[src/rtl/loopback_inc_bfm_mc.sv]
// Multi-channel loopback "inc" engine: per-channel request FIFOs, a
// round-robin arbiter feeding one shared LATENCY-stage arithmetic pipe,
// and per-channel response FIFOs guarded by credit (inflight) counters.

// Simple circular FIFO; the caller guarantees no push when full and no pop
// when empty.
module loopback_inc_bfm_mc_fifo #(
  parameter int W     = 8,
  parameter int DEPTH = 4
) (
  input  logic                     clock,
  input  logic                     reset_n,
  input  logic                     push_i,
  input  logic [W-1:0]             din_i,
  input  logic                     pop_i,
  output logic [W-1:0]             dout_o,
  output logic [$clog2(DEPTH):0]   cnt_o,
  output logic [$clog2(DEPTH):0]   cnt_d_o
);
  localparam int AW = $clog2(DEPTH);
  localparam int CW = AW + 1;

  logic [W-1:0]  mem_q [DEPTH];
  logic [AW-1:0] wr_q, rd_q;
  logic [CW-1:0] cnt_q, cnt_d;

  // Occupancy next-state; simultaneous push and pop leave it unchanged.
  always_comb begin
    cnt_d = cnt_q;
    if (push_i && !pop_i)      cnt_d = cnt_q + CW'(1);
    else if (!push_i && pop_i) cnt_d = cnt_q - CW'(1);
  end

  // Pointers and occupancy; DEPTH is a power of two so pointers wrap freely.
  always_ff @(posedge clock or negedge reset_n) begin
    if (!reset_n) begin
      wr_q  <= '0;
      rd_q  <= '0;
      cnt_q <= '0;
    end else begin
      if (push_i) wr_q <= wr_q + AW'(1);
      if (pop_i)  rd_q <= rd_q + AW'(1);
      cnt_q <= cnt_d;
    end
  end

  // Storage needs no reset: contents are only observed behind cnt_q.
  always_ff @(posedge clock) begin
    if (push_i) mem_q[wr_q] <= din_i;
  end

  assign dout_o  = mem_q[rd_q];
  assign cnt_o   = cnt_q;
  assign cnt_d_o = cnt_d;
endmodule

module loopback_inc_bfm_mc #(
  parameter int WIDTH      = 32,
  parameter int N_CHANNELS = 2,
  parameter int DEPTH      = 4,
  parameter int LATENCY    = 1,
  parameter int SATURATE   = 0
) (
  input  logic                          clock,
  input  logic                          reset_n,
  input  logic [N_CHANNELS-1:0]         req_valid,
  output logic [N_CHANNELS-1:0]         req_ready,
  input  logic [2*N_CHANNELS-1:0]       req_op,
  input  logic [WIDTH*N_CHANNELS-1:0]   req_data,
  output logic [N_CHANNELS-1:0]         rsp_valid,
  input  logic [N_CHANNELS-1:0]         rsp_ready,
  output logic [WIDTH*N_CHANNELS-1:0]   rsp_data,
  output logic [N_CHANNELS-1:0]         rsp_ovf,
  output logic                          busy,
  output logic [31:0]                   txn_count
);
  localparam int CHW = (N_CHANNELS > 1) ? $clog2(N_CHANNELS) : 1;
  localparam int CW  = $clog2(DEPTH) + 1;
  localparam logic [WIDTH-1:0] ALL1 = '1;
  localparam logic [WIDTH-1:0] MNEG = {1'b1, {(WIDTH-1){1'b0}}};
  localparam logic [WIDTH-1:0] MPOS = ~MNEG;

  typedef struct packed {
    logic [1:0]       op;
    logic [WIDTH-1:0] data;
  } req_t;

  typedef struct packed {
    logic             ovf;
    logic [WIDTH-1:0] data;
  } rsp_t;

  req_t [N_CHANNELS-1:0]         req_head;
  rsp_t [N_CHANNELS-1:0]         rsp_head;
  logic [N_CHANNELS-1:0][CW-1:0] reqc, reqc_d, rspc, rspc_d;
  logic [N_CHANNELS-1:0]         eligible, issue, rsp_push, rsp_pop;

  logic            gnt_vld;
  logic [CHW-1:0]  gnt_ch, rr_q, rr_d, idx;
  req_t            issue_req;

  logic [LATENCY:1] vld_pipe_q, vld_pipe_d;
  rsp_t             pipe_rsp_q [LATENCY:1];
  logic [CHW-1:0]   pipe_ch_q  [LATENCY:1];

  logic        busy_q, busy_d;
  logic [31:0] txn_q, txn_d;

  // Result and overflow flag for one request; clamps when SATURATE is set.
  function automatic rsp_t calc(input req_t r);
    rsp_t o;
    o.ovf  = 1'b0;
    o.data = r.data;
    case (r.op)
      2'b00: begin
        o.ovf  = (r.data == ALL1);
        o.data = (o.ovf && SATURATE != 0) ? ALL1 : r.data + WIDTH'(1);
      end
      2'b01: begin
        o.ovf  = (r.data == '0);
        o.data = (o.ovf && SATURATE != 0) ? '0 : r.data - WIDTH'(1);
      end
      2'b10: begin
        o.ovf  = 1'b0;
        o.data = r.data;
      end
      2'b11: begin
        o.ovf  = (r.data == MNEG);
        o.data = (o.ovf && SATURATE != 0) ? MPOS : ~r.data + WIDTH'(1);
      end
    endcase
    return o;
  endfunction

  for (genvar c = 0; c < N_CHANNELS; c++) begin : g_ch
    logic [CW-1:0] infl_q;

    assign req_ready[c] = (reqc[c] != CW'(DEPTH));
    assign rsp_valid[c] = (rspc[c] != '0);
    assign rsp_pop[c]   = rsp_valid[c] & rsp_ready[c];
    // Credit check keeps pipeline + response FIFO within DEPTH entries.
    assign eligible[c]  = (reqc[c] != '0) && (infl_q < CW'(DEPTH));
    assign issue[c]     = gnt_vld && (gnt_ch == CHW'(c));
    assign rsp_push[c]  = vld_pipe_q[LATENCY] && (pipe_ch_q[LATENCY] == CHW'(c));

    loopback_inc_bfm_mc_fifo #(.W($bits(req_t)), .DEPTH(DEPTH)) u_req (
      .clock   (clock),
      .reset_n (reset_n),
      .push_i  (req_valid[c] & req_ready[c]),
      .din_i   ({req_op[2*c +: 2], req_data[c*WIDTH +: WIDTH]}),
      .pop_i   (issue[c]),
      .dout_o  (req_head[c]),
      .cnt_o   (reqc[c]),
      .cnt_d_o (reqc_d[c])
    );

    loopback_inc_bfm_mc_fifo #(.W($bits(rsp_t)), .DEPTH(DEPTH)) u_rsp (
      .clock   (clock),
      .reset_n (reset_n),
      .push_i  (rsp_push[c]),
      .din_i   (pipe_rsp_q[LATENCY]),
      .pop_i   (rsp_pop[c]),
      .dout_o  (rsp_head[c]),
      .cnt_o   (rspc[c]),
      .cnt_d_o (rspc_d[c])
    );

    // Inflight credits: +1 on issue, -1 on response pop.
    always_ff @(posedge clock or negedge reset_n) begin
      if (!reset_n)                   infl_q <= '0;
      else if (issue[c] && !rsp_pop[c]) infl_q <= infl_q + CW'(1);
      else if (!issue[c] && rsp_pop[c]) infl_q <= infl_q - CW'(1);
    end

    // Outputs read as zero when no response is pending.
    assign rsp_data[c*WIDTH +: WIDTH] = rsp_valid[c] ? rsp_head[c].data : '0;
    assign rsp_ovf[c]                 = rsp_valid[c] & rsp_head[c].ovf;
  end

  // Round-robin search from rr_q upward, first eligible channel wins.
  always_comb begin
    gnt_vld = 1'b0;
    gnt_ch  = '0;
    idx     = '0;
    for (int i = 0; i < N_CHANNELS; i++) begin
      idx = CHW'((int'(rr_q) + i) % N_CHANNELS);
      if (!gnt_vld && eligible[idx]) begin
        gnt_vld = 1'b1;
        gnt_ch  = idx;
      end
    end
    rr_d = rr_q;
    if (gnt_vld) rr_d = (gnt_ch == CHW'(N_CHANNELS-1)) ? '0 : gnt_ch + CHW'(1);
  end

  assign issue_req = req_head[gnt_ch];

  // Pipe valid shift, busy and delivered-transaction next state.
  always_comb begin
    vld_pipe_d    = '0;
    vld_pipe_d[1] = gnt_vld;
    for (int s = 2; s <= LATENCY; s++) vld_pipe_d[s] = vld_pipe_q[s-1];
    busy_d = |vld_pipe_d;
    txn_d  = txn_q;
    for (int c = 0; c < N_CHANNELS; c++) begin
      if (reqc_d[c] != '0 || rspc_d[c] != '0) busy_d = 1'b1;
      if (rsp_pop[c]) txn_d = txn_d + 32'd1;
    end
  end

  // Control state: pipe valids, arbiter pointer, busy, transaction count.
  always_ff @(posedge clock or negedge reset_n) begin
    if (!reset_n) begin
      vld_pipe_q <= '0;
      rr_q       <= '0;
      busy_q     <= 1'b0;
      txn_q      <= '0;
    end else begin
      vld_pipe_q <= vld_pipe_d;
      rr_q       <= rr_d;
      busy_q     <= busy_d;
      txn_q      <= txn_d;
    end
  end

  // Pipe payload; qualified by vld_pipe_q so it carries no reset.
  always_ff @(posedge clock) begin
    pipe_rsp_q[1] <= calc(issue_req);
    pipe_ch_q[1]  <= gnt_ch;
    for (int s = 2; s <= LATENCY; s++) begin
      pipe_rsp_q[s] <= pipe_rsp_q[s-1];
      pipe_ch_q[s]  <= pipe_ch_q[s-1];
    end
  end

  assign busy      = busy_q;
  assign txn_count = txn_q;
endmodule

[config.mk]
export PLATFORM = sky130hd
export DESIGN_NAME = loopback_inc_bfm_mc
export DESIGN_NICKNAME = d
export VERILOG_FILES = /design/src/rtl/loopback_inc_bfm_mc.sv
export SDC_FILE = /design/constraint.sdc
export NUM_CORES = 1
export LEC_CHECK = 0
export BUFFER_PORTS_ARGS = -buffer_cell sky130_fd_sc_hd__buf_2
export CORE_MARGIN = 2
export CORE_UTILIZATION = 50
export CTS_CLUSTER_DIAMETER = 120
export DETAILED_ROUTE_END_ITERATION = 6
export GPL_TIMING_DRIVEN = 0
export PLACE_DENSITY = 0.79
export SLEW_MARGIN = 20
export SYNTH_ARGS = -nofsm -noshare
export SYNTH_HDL_FRONTEND = slang
export SYNTH_SLANG_ARGS = --single-unit
[constraint.sdc]
create_clock -name clock -period 6.26 [get_ports clock]
set_clock_uncertainty 0.15 [all_clocks]
set_input_delay 0 -clock clock [delete_from_list [all_inputs] [get_ports clock]]
set_output_delay 0 -clock clock [all_outputs]
set_load 0.02 [all_outputs]
==> metrics.txt <==
# TYPE chip_impl_metric gauge
chip_impl_metric{name="fin_total_pwr",unit="mW"} 20.24
chip_impl_metric{name="leakage",unit="nW"} 12.02
chip_impl_info{name="synth_most_common_cell",value="sky130_fd_sc_hd__edfxtp_1"} 1
chip_impl_metric{name="drt.antenna.violating_nets",unit=""} 0
chip_impl_metric{name="synthArstFlopShare",unit="%"} 10.80
chip_impl_metric{name="post-dp-hpwl",unit="um"} 47180
chip_impl_metric{name="route.detailed.wl_per_inst",unit="um"} 23.62
chip_impl_metric{name="maximum_number_of_pins_on_one_net_before_global_route_repair",unit=""} 44
chip_impl_metric{name="final.period_utilization",unit="%"} 93.58
chip_impl_metric{name="standard_cell_area_after_detailed_placement",unit="mm2"} 0.03069
chip_impl_metric{name="ctsHtreeMaxLevel",unit=""} 3
chip_impl_metric{name="drive_gt1_share",unit="%"} 22.79
chip_impl_info{name="timing_worst_setup_path_type",value="flip-flop to flip-flop"} 1
chip_impl_metric{name="netSwitchingFraction",unit="%"} 40.56
chip_impl_metric{name="tritoncts.num_buffers",unit=""} 66
chip_impl_metric{name="route.vias.total",unit=""} 17190
chip_impl_metric{name="worst-endpoint-arrival",unit="ps"} 6200
chip_impl_metric{name="design_area",unit="mm2"} 0.03394
chip_impl_metric{name="switch_pwr",unit="mW"} 8.208
chip_impl_info{name="tritoncts",value="built"} 1
chip_impl_info{name="worst_setup_path_start_kind",value="flip-flop"} 1
chip_impl_metric{name="yosys_warnings",unit=""} 0
chip_impl_metric{name="num-nets-final",unit=""} 2259
chip_impl_metric{name="sequential_cell_area",unit="mm2"} 0.01850
chip_impl_metric{name="drt-initial-drc-count",unit=""} 1467
chip_impl_metric{name="clock_insertion_delay_worst_skew",unit="ps"} 620
chip_impl_metric{name="postSynthRegisterBits",unit=""} 639
chip_impl_metric{name="gate_count_post_synth",unit=""} 1776
chip_impl_metric{name="synth_top_cell_area_share",unit="%"} 56.55
chip_impl_metric{name="cts_setup_buffers",unit=""} 0
chip_impl_metric{name="whs",unit="ps"} 12.79
chip_impl_info{name="critPathCaptureType",value="flip-flop"} 1
chip_impl_info{name="synth_flop_cell",value="sky130_fd_sc_hd__edfxtp_1"} 1
chip_impl_info{name="hold_class",value="input pin to flip-flop"} 1
chip_impl_metric{name="globalRoute.totalOverflow",unit=""} 0
chip_impl_metric{name="yosys.cell_types.count",unit=""} 99
chip_impl_info{name="most_frequent_cells_after_synthesis",value="sky130_fd_sc_hd__edfxtp_1, sky130_fd_sc_hd__xnor2_1, sky130_fd_sc_hd__mux4_2"} 1
chip_impl_metric{name="clock_path_buffers",unit=""} 3
chip_impl_info{name="synth.area.top_cells",value="sky130_fd_sc_hd__edfxtp_1, sky130_fd_sc_hd__mux4_2, sky130_fd_sc_hd__dfrtp_1, sky130_fd_sc_hd__xnor2_1, sky130_fd_sc_hd__dfxtp_1"} 1
chip_impl_metric{name="clkPwrFrac",unit="%"} 19.1
chip_impl_metric{name="port_buffers",unit=""} 176
chip_impl_metric{name="viasPerCell",unit=""} 5.812
chip_impl_metric{name="die_height",unit="um"} 242.6
chip_impl_metric{name="maxSlewHeadroom",unit="%"} 23.64
chip_impl_metric{name="totalWireLength",unit="um"} 69860
chip_impl_info{name="synthDominantAreaCellType",value="sky130_fd_sc_hd__edfxtp_1"} 1
chip_impl_metric{name="filler_cell_count",unit=""} 4171
chip_impl_metric{name="synth_edf_count",unit=""} 536
chip_impl_metric{name="syn_area",unit="mm2"} 0.02846
chip_impl_metric{name="areaGrowthSynthToFinish",unit="%"} 19.26
chip_impl_info{name="violations",value="DRC"} 1
chip_impl_metric{name="max-vdd-ir-drop",unit="mV"} 0.2904
chip_impl_metric{name="seq_power_share",unit="%"} 32.5
chip_impl_metric{name="multi_input_area",unit="mm2"} 0.009344
chip_impl_metric{name="timing_worst_slew_pin_value",unit="ps"} 1114
chip_impl_info{name="rsz0062_at_grt",value="no"} 1
chip_impl_metric{name="dieWidth",unit="um"} 242.6
chip_impl_metric{name="synth_seq_area_share",unit="%"} 65.01
chip_impl_metric{name="internal_power",unit="mW"} 12.03
chip_impl_metric{name="weighted_congestion_at_the_end_of_routability_driven_global_placement",unit=""} 0.9146
chip_impl_metric{name="drt_drc_violations_left",unit=""} 1
chip_impl_metric{name="comb_power_share",unit="%"} 48.4
chip_impl_metric{name="first_global_vias",unit=""} 17580
chip_impl_metric{name="cts.clk_slew.worst_paths",unit="ps"} 60
chip_impl_metric{name="ios",unit=""} 177
chip_impl_metric{name="min_period",unit="ps"} 5858
chip_impl_metric{name="max-cap-violations",unit=""} 0
chip_impl_info{name="outcome",value="finished with violations"} 1
chip_impl_info{name="clock_tree.root_cell",value="sky130_fd_sc_hd__clkbuf_16"} 1
chip_impl_metric{name="clock-sinks",unit=""} 639
chip_impl_metric{name="placementRows",unit=""} 87
chip_impl_metric{name="critPathMaxFanout",unit=""} 19
chip_impl_metric{name="synth_nets",unit=""} 1889
chip_impl_metric{name="pwr_density_cell",unit="mW/mm2"} 596.2
chip_impl_metric{name="first_pass_grt_wire_length",unit="um"} 106500
chip_impl_metric{name="finalMaxSlewViolations",unit=""} 0
chip_impl_metric{name="max_freq",unit="MHz"} 170.7
chip_impl_metric{name="grt_usage",unit="%"} 23.83
chip_impl_metric{name="drt_first_pass_iters",unit=""} 7
chip_impl_metric{name="required",unit="ps"} 6600
chip_impl_metric{name="dieArea",unit="mm2"} 0.05885
chip_impl_metric{name="initial_utilization",unit="%"} 50.47
chip_impl_metric{name="grt_antenna_before_repair",unit=""} 5
chip_impl_metric{name="core_region_area",unit="mm2"} 0.05639
chip_impl_metric{name="syn-mean-instance-area",unit="um2"} 16.03
chip_impl_metric{name="finalHoldViolCount",unit=""} 0
chip_impl_metric{name="setup-violations-final",unit=""} 0
cells by family after synthesis:
kind of cell / Yosys count / share of synthesized area, %
xor+xnor: 146 / 4.493
simple gates: 441 / 8.507
fa+ha+maj: 41 / 1.838
mux: 189 / 13.07
flops: 639 / 65.01
compound gates: 189 / 4.853
buf+inv: 131 / 2.229
cell type report:
class	instances	share of cell area, %
buffer	80	1.305
sequential	639	54.51
inverter	48	0.5308
clock buffer	94	5.419
antenna	4	0.02949
timing repair buffer	305	7.048
tap	756	2.787
clock inverter	26	0.8441
multi-input combinational	1006	27.53
routing by layer:
| metal | global-route usage (%) | part of all wire [%] | up-vias |
|---|---|---|---|
| met5 | 0 | 0.023 | - |
| met4 | 6.983 | 2.1 | 2 |
| met3 | 4.544 | 7.5 | 122 |
| met1 | 31.37 | 40 | 8717 |
| li1 | - | - | 7638 |
| met2 | 40.55 | 51 | 713 |
power groups by stage:
stage	sequential [mW]	clock [mW]	combinational, mW
2_1_floorplan	6.46	0	6.70
4_1_cts	6.58	3.92	9.75
3_5_place_dp	6.65	0	9.66
6_report	6.58	3.86	9.80
3_3_place_gp	6.58	0	9.35
5_1_grt	6.68	4.10	10.5
through the flow:
stage	std cells	TNS (ps)	setup WS, ps	util (%)
floorplan	1776	0	1306	-
global placement	2708	-1029	-316.4	53.71
detailed placement	2725	-1726	-398.6	54.42
CTS	2955	0	146.9	60.19
global route	2957	0	217.7	60.19
finish	2958	0	401.6	60.20
repair_timing:
action,in CTS,in global routing
setup endpoints to repair,9,4
cloned,0,0
gates resized for setup,0,0
endpoints found under the hold margin,419,0
hold buffers,112,0
state kept, by name, summed over array words and instances (netlist names):
register and flops:
rr_q 1, g_ch.u_req.cnt_o 6, g_ch.u_rsp.mem_q 264, g_ch.u_req.rd_q 4, busy 1, txn_count 32
g_ch.u_req.mem_q 272, vld_pipe_q 1, g_ch.u_req.wr_q 4, pipe_ch_q 1, g_ch.infl_q 6, g_ch.u_rsp.rd_q 4
g_ch.u_rsp.wr_q 4, g_ch.u_rsp.cnt_o 6, pipe_rsp_q 33
path summary, 6_finish.rpt:
check / from / endpoint / slack, ps / cells past startpoint
min in group asynchronous: reset_n / g_ch[0].u_req.wr_q[0] / 330 / 4
max in group asynchronous: reset_n / g_ch[0].u_req.cnt_o[1] / 5380 / 4
min: req_data[43] / g_ch[1].u_req.mem_q[3][11] / 10 / 2
max: g_ch[0].u_req.cnt_o[0] / pipe_rsp_q[1][14] / 400 / 20
max reg2reg: g_ch[0].u_req.cnt_o[0] / pipe_rsp_q[1][14] / 400 / 20
min reg2reg: g_ch[1].u_rsp.cnt_o[2] / g_ch[1].u_rsp.cnt_o[2] / 350 / 1
cell usage in the layout (no fill, tap or decap), drive strengths merged, types with 28 or more instances in the layout:
cell	instances
mux4	134
nand2	83
edfxtp	536
and2	84
nor2	87
clkbuf	132
dlygate4sd3	111
dfrtp	69
xnor2	121
mux2i	43
ha	37
inv	51
dfxtp	34
a21oi	43
nand3	28
buf	236
nor3	29
o21ai	34
and3	30
worst max-delay path, stage by stage (launching register included):
cell and delay, ps:
sky130_fd_sc_hd__dfrtp_1 390, sky130_fd_sc_hd__inv_1 80, sky130_fd_sc_hd__ha_1 210, sky130_fd_sc_hd__nor2b_2 200, sky130_fd_sc_hd__o211ai_4 380, sky130_fd_sc_hd__buf_8 240, sky130_fd_sc_hd__buf_6 200, sky130_fd_sc_hd__buf_4 310
sky130_fd_sc_hd__nand2_1 80, sky130_fd_sc_hd__and2_1 220, sky130_fd_sc_hd__inv_1 100, sky130_fd_sc_hd__ha_1 390, sky130_fd_sc_hd__buf_6 240, sky130_fd_sc_hd__buf_2 420, sky130_fd_sc_hd__xnor2_1 210, sky130_fd_sc_hd__ha_1 360
sky130_fd_sc_hd__o211ai_2 350, sky130_fd_sc_hd__or2_1 370, sky130_fd_sc_hd__a211oi_1 350, sky130_fd_sc_hd__xnor2_1 120, sky130_fd_sc_hd__a21oi_1 340
(Power assumes the default switching activity.)
